File: src/rtl/waveform_capture_scheduler_pkg.sv
// Shared types and width helpers for the waveform capture scheduler.
package capture_pkg;

  typedef enum logic [1:0] {
    IDLE = 2'd0,
    WAIT = 2'd1,
    SEND = 2'd2,
    DONE = 2'd3
  } state_t;

  localparam int OVR_W = 16;

  // Column index width; a single-column build still gets a 1-bit index.
  function automatic int col_width(input int columns);
    return (columns > 1) ? $clog2(columns) : 1;
  endfunction

  // Row counter must be able to hold ROWS itself.
  function automatic int row_width(input int rows);
    return $clog2(rows + 1);
  endfunction

  function automatic int div_width(input int clk_div);
    return (clk_div > 1) ? $clog2(clk_div) : 1;
  endfunction

endpackage

File: src/rtl/waveform_capture_scheduler_if.sv
// Word stream from the scheduler to the logging sink (valid/ready).
interface waveform_capture_scheduler_if #(
  parameter int BITS    = 16,
  parameter int COLUMNS = 2
);
  localparam int COL_W = capture_pkg::col_width(COLUMNS);

  logic [BITS-1:0]  out_data;
  logic [COL_W-1:0] out_col;
  logic             out_last;
  logic             out_valid;
  logic             out_ready;

  modport master (output out_data, out_col, out_last, out_valid, input out_ready);
  modport slave  (input out_data, out_col, out_last, out_valid, output out_ready);
endinterface

File: src/rtl/waveform_capture_scheduler_strobe.sv
// Sample-rate divider: one-cycle strobe every CLK_DIV system clocks.
module sample_strobe_gen #(
  parameter int CLK_DIV = 1000
) (
  input  logic clk,
  input  logic rst,
  input  logic clear,
  input  logic enable,
  output logic strobe
);
  localparam int DIV_W = capture_pkg::div_width(CLK_DIV);
  localparam logic [DIV_W-1:0] LAST = DIV_W'(CLK_DIV - 1);

  logic [DIV_W-1:0] cnt;

  // Free-running wrap counter, held when disabled, zeroed on clear.
  always_ff @(posedge clk or posedge rst) begin
    if (rst)               cnt <= '0;
    else if (clear)        cnt <= '0;
    else if (enable)       cnt <= (cnt == LAST) ? '0 : cnt + DIV_W'(1);
  end

  assign strobe = (cnt == LAST);
endmodule

File: src/rtl/waveform_capture_scheduler.sv
// Capture scheduler: latches a row of channel words per sample strobe and
// serializes it to the sink; counts delivered rows and rows lost to backpressure.
module waveform_capture_scheduler
  import capture_pkg::*;
#(
  parameter int CLK_DIV = 1000,
  parameter int BITS    = 16,
  parameter int COLUMNS = 2,
  parameter int ROWS    = 64000
) (
  input  logic                          clk,
  input  logic                          rst,
  input  logic                          start,
  input  logic                          abort,
  input  logic [BITS*COLUMNS-1:0]       data,
  waveform_capture_scheduler_if.master  sink,
  output logic                          busy,
  output logic                          done,
  output logic [row_width(ROWS)-1:0]    row_count,
  output logic [OVR_W-1:0]              overrun_count
);
  localparam int COL_W = col_width(COLUMNS);
  localparam int ROW_W = row_width(ROWS);
  localparam logic [COL_W-1:0] LAST_COL = COL_W'(COLUMNS - 1);
  localparam logic [ROW_W-1:0] LAST_ROW = ROW_W'(ROWS - 1);

  state_t state, state_nxt;
  logic [COLUMNS-1:0][BITS-1:0] row_reg;
  logic [COL_W-1:0] col;
  logic strobe, div_en;
  logic handshake, final_hs;
  logic load_row, inc_col, inc_row, inc_ovr, clr_cnts;

  assign div_en    = (state == WAIT) || (state == SEND);
  assign handshake = (state == SEND) && sink.out_ready;
  assign final_hs  = handshake && (col == LAST_COL);

  sample_strobe_gen #(.CLK_DIV(CLK_DIV)) u_strobe (
    .clk    (clk),
    .rst    (rst),
    .clear  (clr_cnts),
    .enable (div_en),
    .strobe (strobe)
  );

  // State register.
  always_ff @(posedge clk or posedge rst) begin
    if (rst) state <= IDLE;
    else     state <= state_nxt;
  end

  // Next state and datapath controls; abort outranks start and handshakes.
  always_comb begin
    state_nxt = state;
    load_row  = 1'b0;
    inc_col   = 1'b0;
    inc_row   = 1'b0;
    inc_ovr   = 1'b0;
    clr_cnts  = 1'b0;
    case (state)
      IDLE, DONE: begin
        if (abort) state_nxt = IDLE;
        else if (start) begin
          state_nxt = WAIT;
          clr_cnts  = 1'b1;
        end
      end
      WAIT: begin
        if (abort) state_nxt = IDLE;
        else if (strobe) begin
          load_row  = 1'b1;
          state_nxt = SEND;
        end
      end
      SEND: begin
        if (abort) state_nxt = IDLE;
        else begin
          if (handshake && !final_hs) inc_col = 1'b1;
          if (final_hs) begin
            inc_row = 1'b1;
            // A strobe on the closing beat of the final row is dropped, not an overrun.
            if (row_count == LAST_ROW) state_nxt = DONE;
            else if (strobe)           load_row  = 1'b1;
            else                       state_nxt = WAIT;
          end else if (strobe) begin
            inc_ovr = 1'b1;
          end
        end
      end
      default: state_nxt = IDLE;
    endcase
  end

  // Row buffer, column pointer and run counters.
  always_ff @(posedge clk or posedge rst) begin
    if (rst) begin
      row_reg       <= '0;
      col           <= '0;
      row_count     <= '0;
      overrun_count <= '0;
    end else begin
      if (clr_cnts) begin
        col           <= '0;
        row_count     <= '0;
        overrun_count <= '0;
      end
      if (load_row) begin
        row_reg <= data;
        col     <= '0;
      end else if (inc_col) begin
        col <= col + COL_W'(1);
      end
      if (inc_row) row_count <= row_count + ROW_W'(1);
      if (inc_ovr && (overrun_count != '1)) overrun_count <= overrun_count + OVR_W'(1);
    end
  end

  assign busy           = (state == WAIT) || (state == SEND);
  assign done           = (state == DONE);
  assign sink.out_valid = (state == SEND);
  assign sink.out_data  = (state == SEND) ? row_reg[col] : '0;
  assign sink.out_col   = (state == SEND) ? col : '0;
  assign sink.out_last  = (state == SEND) && (col == LAST_COL);
endmodule

File: src/flat_wrapper.sv
// flat-port wrapper written by rule: the top's interface ports become plain ports
module waveform_capture_scheduler_flat import capture_pkg::*;
#(
  parameter int CLK_DIV = 1000,
  parameter int BITS    = 16,
  parameter int COLUMNS = 2,
  parameter int ROWS    = 64000
)
  (clk, rst, start, abort, data, busy, done, row_count, overrun_count, sink_out_data, sink_out_col, sink_out_last, sink_out_valid, sink_out_ready);
  waveform_capture_scheduler_if #(.BITS(BITS), .COLUMNS(COLUMNS)) sink_i ();
  input  logic clk;
  input  logic rst;
  input  logic start;
  input  logic abort;
  input  logic [BITS*COLUMNS-1:0] data;
  output logic busy;
  output logic done;
  output logic [row_width(ROWS)-1:0] row_count;
  output logic [OVR_W-1:0] overrun_count;
  output wire logic [$bits(sink_i.out_data)-1:0] sink_out_data;
  output wire logic [$bits(sink_i.out_col)-1:0] sink_out_col;
  output wire logic [$bits(sink_i.out_last)-1:0] sink_out_last;
  output wire logic [$bits(sink_i.out_valid)-1:0] sink_out_valid;
  input wire logic [$bits(sink_i.out_ready)-1:0] sink_out_ready;
  assign sink_out_data = sink_i.out_data;
  assign sink_out_col = sink_i.out_col;
  assign sink_out_last = sink_i.out_last;
  assign sink_out_valid = sink_i.out_valid;
  assign sink_i.out_ready = sink_out_ready;
  waveform_capture_scheduler #(.CLK_DIV(CLK_DIV), .BITS(BITS), .COLUMNS(COLUMNS), .ROWS(ROWS)) u_core (.clk(clk), .rst(rst), .start(start), .abort(abort), .data(data), .sink(sink_i), .busy(busy), .done(done), .row_count(row_count), .overrun_count(overrun_count));
endmodule
File: config.mk
export PLATFORM = sky130hd
export DESIGN_NAME = waveform_capture_scheduler_flat
export DESIGN_NICKNAME = d
export VERILOG_FILES = /design/src/rtl/waveform_capture_scheduler_pkg.sv /design/src/rtl/waveform_capture_scheduler_if.sv /design/src/rtl/waveform_capture_scheduler_strobe.sv /design/src/rtl/waveform_capture_scheduler.sv /design/src/flat_wrapper.sv
export SDC_FILE = /design/constraint.sdc
export NUM_CORES = 1
export LEC_CHECK = 0
export CAP_MARGIN = 20
export CORE_MARGIN = 10
export CORE_UTILIZATION = 55
export DETAILED_ROUTE_END_ITERATION = 8
export PLACE_DENSITY = 0.89
export SYNTH_ARGS = -nofsm -noshare
export SYNTH_HDL_FRONTEND = slang
export SYNTH_HIERARCHICAL = 1
export SYNTH_SLANG_ARGS = --single-unit
File: constraint.sdc
create_clock -name clk -period 5.62 [get_ports clk]
set_clock_uncertainty 0.2 [all_clocks]
set_input_delay 1.686 -clock clk [delete_from_list [all_inputs] [get_ports clk]]
set_output_delay 1.686 -clock clk [all_outputs]
set_load 0.01 [all_outputs]
==> results of run 1 <==
Yosys cell counts, drive strengths merged, types with 2 or more instances:
| cell type | n | area share [%] |
|---|---|---|
| nand4 | 12 | 2.0 |
| o21bai | 2 | 0.36 |
| and3 | 4 | 0.61 |
| ha | 6 | 1.8 |
| and4 | 5 | 1.1 |
| a31oi | 3 | 0.45 |
| xnor2 | 2 | 0.42 |
| o31ai | 5 | 0.91 |
| a21oi | 9 | 1.2 |
| a22o | 2 | 0.42 |
| nand2 | 32 | 3.0 |
| buf | 8 | 2.2 |
| nor3 | 8 | 1.2 |
| or3 | 6 | 0.91 |
| nand3 | 25 | 3.1 |
| dfrtp | 77 | 47 |
| nand2b | 2 | 0.30 |
| nand3b | 2 | 0.36 |
| o211ai | 4 | 0.73 |
| mux2 | 33 | 12 |
| o311ai | 2 | 0.42 |
| clkbuf | 9 | 0.82 |
| and4bb | 2 | 0.61 |
| nor2b | 17 | 2.6 |
| inv | 15 | 1.4 |
| o21ai | 29 | 3.5 |
| nor2 | 21 | 1.9 |
| xor2 | 8 | 1.7 |
| mux2i | 19 | 4.6 |
kinds of logic (layout without fill, tap and decap cells):
| logic type | count (synthesis) | after routing | share of synthesized area [%] |
|---|---|---|---|
| compound gates | 64 | 64 | 9.96 |
| xor+xnor | 10 | 10 | 2.12 |
| fa+ha+maj | 6 | 6 | 1.82 |
| buf+inv | 32 | 122 | 4.39 |
| flops | 77 | 77 | 46.6 |
| mux | 52 | 52 | 16.2 |
| simple gates | 142 | 142 | 18.9 |
through the flow:
stage	instances	util (%)	setup slack, ns	total power [mW]	cell area (sq um)
final	572	71.9	1.41	1.27	5240
after global routing	572	71.9	1.30	1.33	5240
after CTS	572	71.9	1.40	1.28	5240
after detailed placement	556	69.1	1.20	0.842	5040
after global placement	556	69.1	1.26	0.839	5040
after floorplan	383	-	2.05	0.768	4130
placed cells by master, fill, tap and decap left out, types with 9 or more instances in the layout:
master           Yosys  routed
o21ai_0             29      29
clkbuf_8             0       9
nand4_1             11      11
nand2_1             31      31
inv_1               15      14
nor2_1              21      21
mux2i_1             19      19
dfrtp_1             77      77
nor2b_1             17      17
nand3_1             24      24
clkdlybuf4s50_1      0      89
mux2_4              29      29
worst max-delay path: stages (launching register included):
cell and delay (ns):
dfrtp_1 1.03, mux2i_1 0.18, nor2b_1 0.20, clkdlybuf4s50_1 0.57
power breakdown:
part           switching, mW  internal [mW]  total [mW]
combinational          0.113          0.105       0.218
sequential            0.0434          0.572       0.615
clock                  0.226          0.211       0.437
total                  0.382          0.889        1.27
metal layers:
metal / vias to the layer above / share of wire [%] / track usage, %
met3: 12 / 5.6 / 5.03
li1: 1553 / - / -
met1: 1570 / 43 / 21.6
met2: 105 / 50 / 28.9
met5: - / 0 / 0
met4: 0 / 1.6 / 5.80
layout make-up:
| class | count | area share (%) |
|---|---|---|
| repair buffers | 91 | 17.3 |
| multi-input cells | 274 | 38.6 |
| clock buffers | 9 | 2.36 |
| clock inverters | 7 | 1.55 |
| well taps | 99 | 2.36 |
| flip-flops and latches | 77 | 36.8 |
| inverters | 15 | 1.07 |
how the worst max path moves through the flow:
stage / from / end / slack (ns) / cells past startpoint
4_1_cts: u_core/col$_DFFE_PP0P_ / sink_out_data[13] / 1.40 / 3
3_5_place_dp: abort / u_core/row_reg[8]$_DFFE_PP0P_ / 1.20 / 7
6_report: u_core/col$_DFFE_PP0P_ / sink_out_data[13] / 1.41 / 3
5_1_grt: u_core/col$_DFFE_PP0P_ / sink_out_data[13] / 1.30 / 3
3_3_place_gp: abort / u_core/row_reg[8]$_DFFE_PP0P_ / 1.26 / 7
2_1_floorplan: rst / u_core/col$_DFFE_PP0P_ / 2.05 / 1
==> out/metrics.cfg, run 1 <==
[die]
die_area_sq_um = 11400
core_area_sq_um = 7290
ioPinCount = 90
die_w_um = 107
rows = 31
start_util_pct = 56.7
die_h_um = 107

[setup_path]
r2r.worst_path.cells = 8
crit_path_max_fanout = 22
critical_path_class = flop to output pin
end_kind = output pin
r2r-start = u_core/state[0]$_DFFE_PP0P_
arrival_ns = 2.33
crit_path_start_kind = flop
worstPathRequired_ns = 3.73
r2r_slack_ns = 2.16
r2r_end = u_core/row_reg[9]$_DFFE_PP0P_

[detailed_routing]
drc = 0
routed_wl_mm = 10.0
ant_nets = 0
first_iter_violations = 149
vias = 3240
vias_per_cell = 5.66
drt-pass1-iter-count = 4
wl_per_cell_um = 17.5

[clock_network]
cts-root-buf = clkbuf_8
tritoncts = built
clk_pin_slew_ns = 0.08
htree_levels = 3
postCtsSetupBuffers = 0
holdBufCountCts = 0
cts_buffers = 9
post_cts_resized = 0
clkLatencyLatePin_ns = 0.35
clock_path_buffers = 2
clock-sinks = 77

[grt]
grt_pass1_vias = 3294
grt_max_degree = 42
overflow = 0
grtUsageTotal_pct = 17.6
grt_antenna_before_repair = 0
grt_pass1_wl_mm = 16.5

[timing]
hold_violations = 0
fin_tns_setup_ns = 0
maxSlewHeadroom_pct = 31.0
rsz0062_at_grt = false
max_freq_ghz = 0.237
setup_viol = 0
holdWs_ns = 0.313
layout_min_cycle_time_ns = 4.21
fin_crit_sh_pct = 74.9
finalMaxSlewViolations = 0
tightestPinTransition_ns = 1.03

[final_layout]
area_growth_pct = 26.9
seq_area_sq_um = 1930
nNetsFinal = 511
largest_register_ffs = 32
n_antenna_cell = 0
fillerInstances = 554
multiInputGateArea_sq_um = 2020
drive_gt1_share_pct = 13.5

[yosys]
ys_seq_area_share_pct = 46.6
yosys_warnings = 6
synth_ff_type = dfrtp_1
synthCells = 383
syn_area_sq_um = 4130
synth_cell_types = 54
ys_ff_latch = 77
syn_area_per_cell_sq_um = 10.8
synth.net_count = 426
synth-edff-count = 0
synthArstFlopShare_pct = 100

[worst_hold_path]
min_from = u_core/row_reg[10]$_DFFE_PP0P_
worstHoldEndpoint = u_core/row_reg[10]$_DFFE_PP0P_
hold_path.class = flop to flop
whs_path_depth = 1

[pwr]
leakagePower_nw = 2.20
irDropWorstVdd_v = 0.000141
cellPowerDensity_nw_per_um2 = 242

[place]
dp_hpwl_mm = 7.31
place_congestion = 0.891
portBuffers = 89

[run]
cap_viol_max_count = 0

[run_status]
status = finished, final reports clean

Note: power is estimated with default switching activity, not from simulation.
==> inputs of run 2 (changes only) <==
Settings changed: CORE_UTILIZATION 55 to 46, PLACE_DENSITY 0.89 to 0.79.
Clock period 5.62 ns to 3.84 ns, I/O delays scaled along.
==> out/metrics.cfg, run 2 (synthesis results as in run 1) <==
[worst_hold_path]
worstHoldEndpoint = u_core/row_reg[10]$_DFFE_PP0P_  ; unchanged
whs_path_depth = 1  ; unchanged
hold_path.class = flop to flop  ; unchanged
min_from = u_core/row_reg[10]$_DFFE_PP0P_  ; unchanged

[final_layout]
drive_gt1_share_pct = 13.9  ; was 13.5%
mostFrequentLayoutCell = clkdlybuf4s50_1  ; unchanged
area_growth_pct = 29.3  ; was 26.9%
final_cell_mix = clkdlybuf4s50_1 (89), dfrtp_1 (77), nand2_1 (31)  ; unchanged
n_antenna_cell = 0  ; unchanged
largest_register_ffs = 32  ; unchanged
nNetsFinal = 514  ; was 511

[clock_network]
tritoncts = built  ; unchanged
cts_buffers = 9  ; unchanged
clock_path_buffers = 2  ; unchanged
clkLatencyLatePin_ns = 0.34  ; was 0.35 ns
post_cts_resized = 0  ; unchanged
clk_pin_slew_ns = 0.08  ; about the same
htree_levels = 3  ; unchanged
postCtsSetupBuffers = 0  ; unchanged
clock-sinks = 77  ; unchanged
holdBufCountCts = 0  ; unchanged
cts-root-buf = clkbuf_8  ; unchanged

[setup_path]
critical_path_class = flop to output pin  ; unchanged
end_kind = output pin  ; unchanged
worstPathRequired_ns = 2.49  ; was 3.73 ns
crit_path_max_fanout = 21  ; was 22
r2r.worst_path.cells = 7  ; was 8
r2r_end = u_core/overrun_count[10]$_DFFE_PP0P_  ; was u_core/row_reg[9]$_DFFE_PP0P_
arrival_ns = 2.28  ; was 2.33 ns
crit_path_start_kind = flop  ; unchanged
r2r_slack_ns = 0.80  ; was 2.16 ns
r2r-start = u_core/state[0]$_DFFE_PP0P_  ; unchanged

[place]
portBuffers = 89  ; unchanged
dp_hpwl_mm = 7.25  ; was 7.31 mm
place_congestion = 0.835  ; was 0.891

[detailed_routing]
drt-pass1-iter-count = 4  ; unchanged
vias_per_cell = 5.58  ; was 5.66
wl_per_cell_um = 17.1  ; was 17.5 um
ant_nets = 0  ; unchanged
drc = 0  ; unchanged
routed_wl_mm = 9.94  ; was 10.0 mm
first_iter_violations = 107  ; was 149
vias = 3254  ; was 3,240

[timing]
finalMaxSlewViolations = 0  ; unchanged
fin_tns_setup_ns = 0  ; unchanged
tightestPinTransition_ns = 0.725  ; was 1.03 ns
maxSlewHeadroom_pct = 51.6  ; was 31.0%
fin_crit_sh_pct = 94.7
rsz0062_at_grt = false  ; unchanged
setup_viol = 0  ; unchanged
max_freq_ghz = 0.275
layout_min_cycle_time_ns = 3.63
hold_violations = 0  ; unchanged

[grt]
grt_antenna_before_repair = 0  ; unchanged
grt_max_degree = 42  ; unchanged
grtUsageTotal_pct = 15.8  ; was 17.6%
grt_pass1_vias = 3535  ; was 3,294
grt_pass1_wl_mm = 17.2  ; was 16.5 mm
overflow = 0  ; unchanged

[die]
die_w_um = 115  ; was 107 um
rows = 34  ; was 31
die_area_sq_um = 13200  ; was 11,400 sq um
core_area_sq_um = 8720  ; was 7290 sq um
die_h_um = 115  ; was 107 um
ioPinCount = 90  ; unchanged
start_util_pct = 47.4  ; was 56.7%

[pwr]
leakagePower_nw = 2.26  ; was 2.20 nW
cellPowerDensity_nw_per_um2 = 370  ; was 242 nW/um^2
irDropWorstVdd_v = 0.000205  ; was 0.000141 V
power_mw = 1.98  ; was 1.27 mW

[run]
cap_viol_max_count = 0  ; unchanged

[run_status]
status = finished, final reports clean  ; unchanged

## run 2: changes by cell type in the layout (fill, tap and decap cells not counted)
cell        change
clkinvlp_4      -3
buf_12          +2
bufinv_16       +2
clkbuf_8        +2
inv_6           -2
buf_4           +1
clkinv_2        +1
inv_8           -1
## run 2: power by group
part / internal (mW) / switching, mW / leakage, nW
combinational: 0.157 / 0.196 / 1.06
clock: 0.463 / 0.284 / 0.125
sequential: 0.838 / 0.0378 / 1.07
## run 2: through the flow
stage               hold slack, ns  instances  worst slack (ns)  area [sq um]  utilization (%)
floorplan                    0.280        383             0.805          4130                -
global placement             0.289        568             0.437          5100             58.4
detailed placement           0.295        568             0.371          5100             58.4
CTS                          0.321        583             0.132          5340             61.3
global route                 0.333        583            0.0293          5340             61.3
finish                       0.314        583             0.205          5340             61.3
## run 2: area by class of cell
cell class | count | area (sq um)
fillers | 712 | 3380
inverters | 15 | 56.3
repair buffers | 94 | 953
well taps | 108 | 135
flip-flops and latches | 77 | 1930
clock inverters | 4 | 95.1
multi-input cells | 274 | 2020
clock buffers | 11 | 151
## run 2: how the worst max path moves through the flow
stage / from / slack (ns) / end / depth (start not counted)
2_1_floorplan: rst / 0.80 / u_core/col$_DFFE_PP0P_ / 1
3_3_place_gp: abort / 0.44 / u_core/u_strobe/cnt[8]$_DFFE_PP0P_ / 7
3_5_place_dp: abort / 0.37 / u_core/row_reg[9]$_DFFE_PP0P_ / 7
4_1_cts: u_core/state[0]$_DFFE_PP0P_ / 0.13 / sink_out_data[13] / 4
5_1_grt: u_core/state[0]$_DFFE_PP0P_ / 0.03 / sink_out_data[1] / 4
6_report: u_core/state[0]$_DFFE_PP0P_ / 0.21 / sink_out_data[13] / 4
## run 2: routing by layer
metal / vias up / track usage [%] / wire length (um)
met2: 101 / 25.6 / 4690
met1: 1586 / 18.7 / 4190
met4: 0 / 4.70 / 116
met5: - / 0 / 0
li1: 1555 / - / -
met3: 12 / 6.51 / 948
## run 2: critical path: stages (launching register included)
cell             delay, ns
dfrtp_1               0.40
inv_1                 0.09
ha_1                  0.63
nor2b_1               0.23
clkdlybuf4s50_1       0.59
==> inputs of run 3 (changes only) <==
Settings changed: CAP_MARGIN 20 to 15.
==> results of run 3 <==
No change in the layout: final DEF, timing and power equal those of run 2.
==> RTL edit: new RTL, config.mk and constraints of run 3 <==
Make the reset (`rst`) synchronous in 3 clocked blocks.
--- a/src/rtl/waveform_capture_scheduler_strobe.sv
+++ b/src/rtl/waveform_capture_scheduler_strobe.sv
@@ -15,5 +15,5 @@
 
   // Free-running wrap counter, held when disabled, zeroed on clear.
-  always_ff @(posedge clk or posedge rst) begin
+  always_ff @(posedge clk) begin
     if (rst)               cnt <= '0;
     else if (clear)        cnt <= '0;
--- a/src/rtl/waveform_capture_scheduler.sv
+++ b/src/rtl/waveform_capture_scheduler.sv
@@ -45,5 +45,5 @@
 
   // State register.
-  always_ff @(posedge clk or posedge rst) begin
+  always_ff @(posedge clk) begin
     if (rst) state <= IDLE;
     else     state <= state_nxt;
@@ -93,5 +93,5 @@
 
   // Row buffer, column pointer and run counters.
-  always_ff @(posedge clk or posedge rst) begin
+  always_ff @(posedge clk) begin
     if (rst) begin
       row_reg       <= '0;
Formal check against the unedited RTL: differs if rst is asserted again (counterexample within 4 cycles, from zero or initial values and one cycle with rst high); with rst held inactive, the same outputs for 10 cycles.
==> RTL edit against run 3 <==
Synthesized area down 4.3%; global-route usage up 0.17 points; cell area is 3.8% lower; wire length is 4.4% higher; critical path depth stayed put; sequential cell count is the same; largest cell class unchanged; critical path type unchanged; worst setup slack lost 0.012 ns.
Power is not compared: it rests on default switching activity, and its combinational part moved more than twofold at a synthesized area within 25%.
==> RTL edit: results <==
[yosys]
synth.area.top_cells = dfxtp_1, mux2i_1, nor2_1
synth_seq_area_share_pct = 39.0
synth_adder_area_share_pct = 1.90
syn-num-nets = 487
synth.area.mux_share_pct = 13.8
netlist_top_cells_count = dfxtp_1, nor2_1, mux2i_1
yosys_warnings = 6
synth_xor_xnor_area_share_pct = 2.66
synth_cell_types = 65
synthArstFlopShare_pct = 0
synth_compound_area_share_pct = 11.3

[grt]
gr-usage-met2_pct = 25.2
met3_usage_pct = 5.97
gr-usage-all-layers_pct = 15.9
grt_max_degree = 43
grt_pass1_vias = 3530
antenna_found_initial = 0
grtUsageMet1_pct = 20.0
grt_pass1_wl_um = 17200

[finish]
clkCellAreaFrac_pct = 4.38
regArea_um2 = 1540
multi_input_cells = 335
buffers_excl_clock = 94
fin_nets = 572
n_all_inverters = 12
multi_input_area_um2 = 2260
final-nonclk-buf-share_pct = 18.2
fillCellCount = 702
seq_cells = 77
post_route_cells_drive_above_1_share_pct = 9.18

[worst_setup_path]
r2r_end = u_core/row_reg[4]
reg2reg_depth = 8
crit_arrival_ns = 2.29
crit_slowest_cell = ha_1
critPathKind = reg2out
critPathTopFamily = adder cells
crit_end = sink_out_col
r2r_slack_ns = 0.91
cp_slowest_stage_delay_ns = 0.66
path_max_fanout = 24
rr_startpoint = u_core/state[0]

[clocking]
clkLatencyLatePin_ns = 0.35
htreeDepth = 3
postCtsSetupBuffers = 0

[min_path]
worstHoldStart = u_core/row_reg[28]
worstHoldEndpoint = u_core/row_reg[28]
hold_depth = 2

[routing]
viasPerCell = 5.58
top_layer = met4
wl_met2_um = 4820
drt_wl_total_um = 10400
m1WireLength_um = 4650
route.met3.wl_um = 812
drt_iter0_markers = 244

[placement]
place_congestion = 0.849
port_buffers = 89
dpl.hpwl_um = 7490

[sta]
slew_headroom_pct = 47.9

[status]
outcome = finished, final reports clean

[pwr]
ir_drop_uv = 173
RTL edit: cell types whose count changed after synthesis, sizes merged, moves of 12 or more:
cell	before	now
a21oi	9	21
mux2i	19	49
mux2	33	5
dfxtp	0	77
nor2	21	59
dfrtp	77	0
o21ai	29	16
RTL edit: metrics by stage:
stage | setup slack [ns] | utilization (%) | cell area [µm²] | hold slack, ns | cells
after floorplan | 1.17 | - | 3960 | 0.252 | 444
after global placement | 0.386 | 59.2 | 4910 | 0.267 | 623
after detailed placement | 0.297 | 59.2 | 4910 | 0.283 | 623
after CTS | 0.134 | 61.9 | 5140 | 0.298 | 639
after global routing | 0.00760 | 61.9 | 5140 | 0.310 | 639
final | 0.194 | 61.9 | 5140 | 0.299 | 639
RTL edit: where the power goes:
| group | switching (mW) | leakage [nW] | internal (mW) | total, mW |
|---|---|---|---|---|
| Sequential | 0.00185 | 0.620 | 0.799 | 0.801 |
| Clock | 0.307 | 0.106 | 0.385 | 0.692 |
| Combinational | 0.0418 | 0.950 | 0.0465 | 0.0883 |
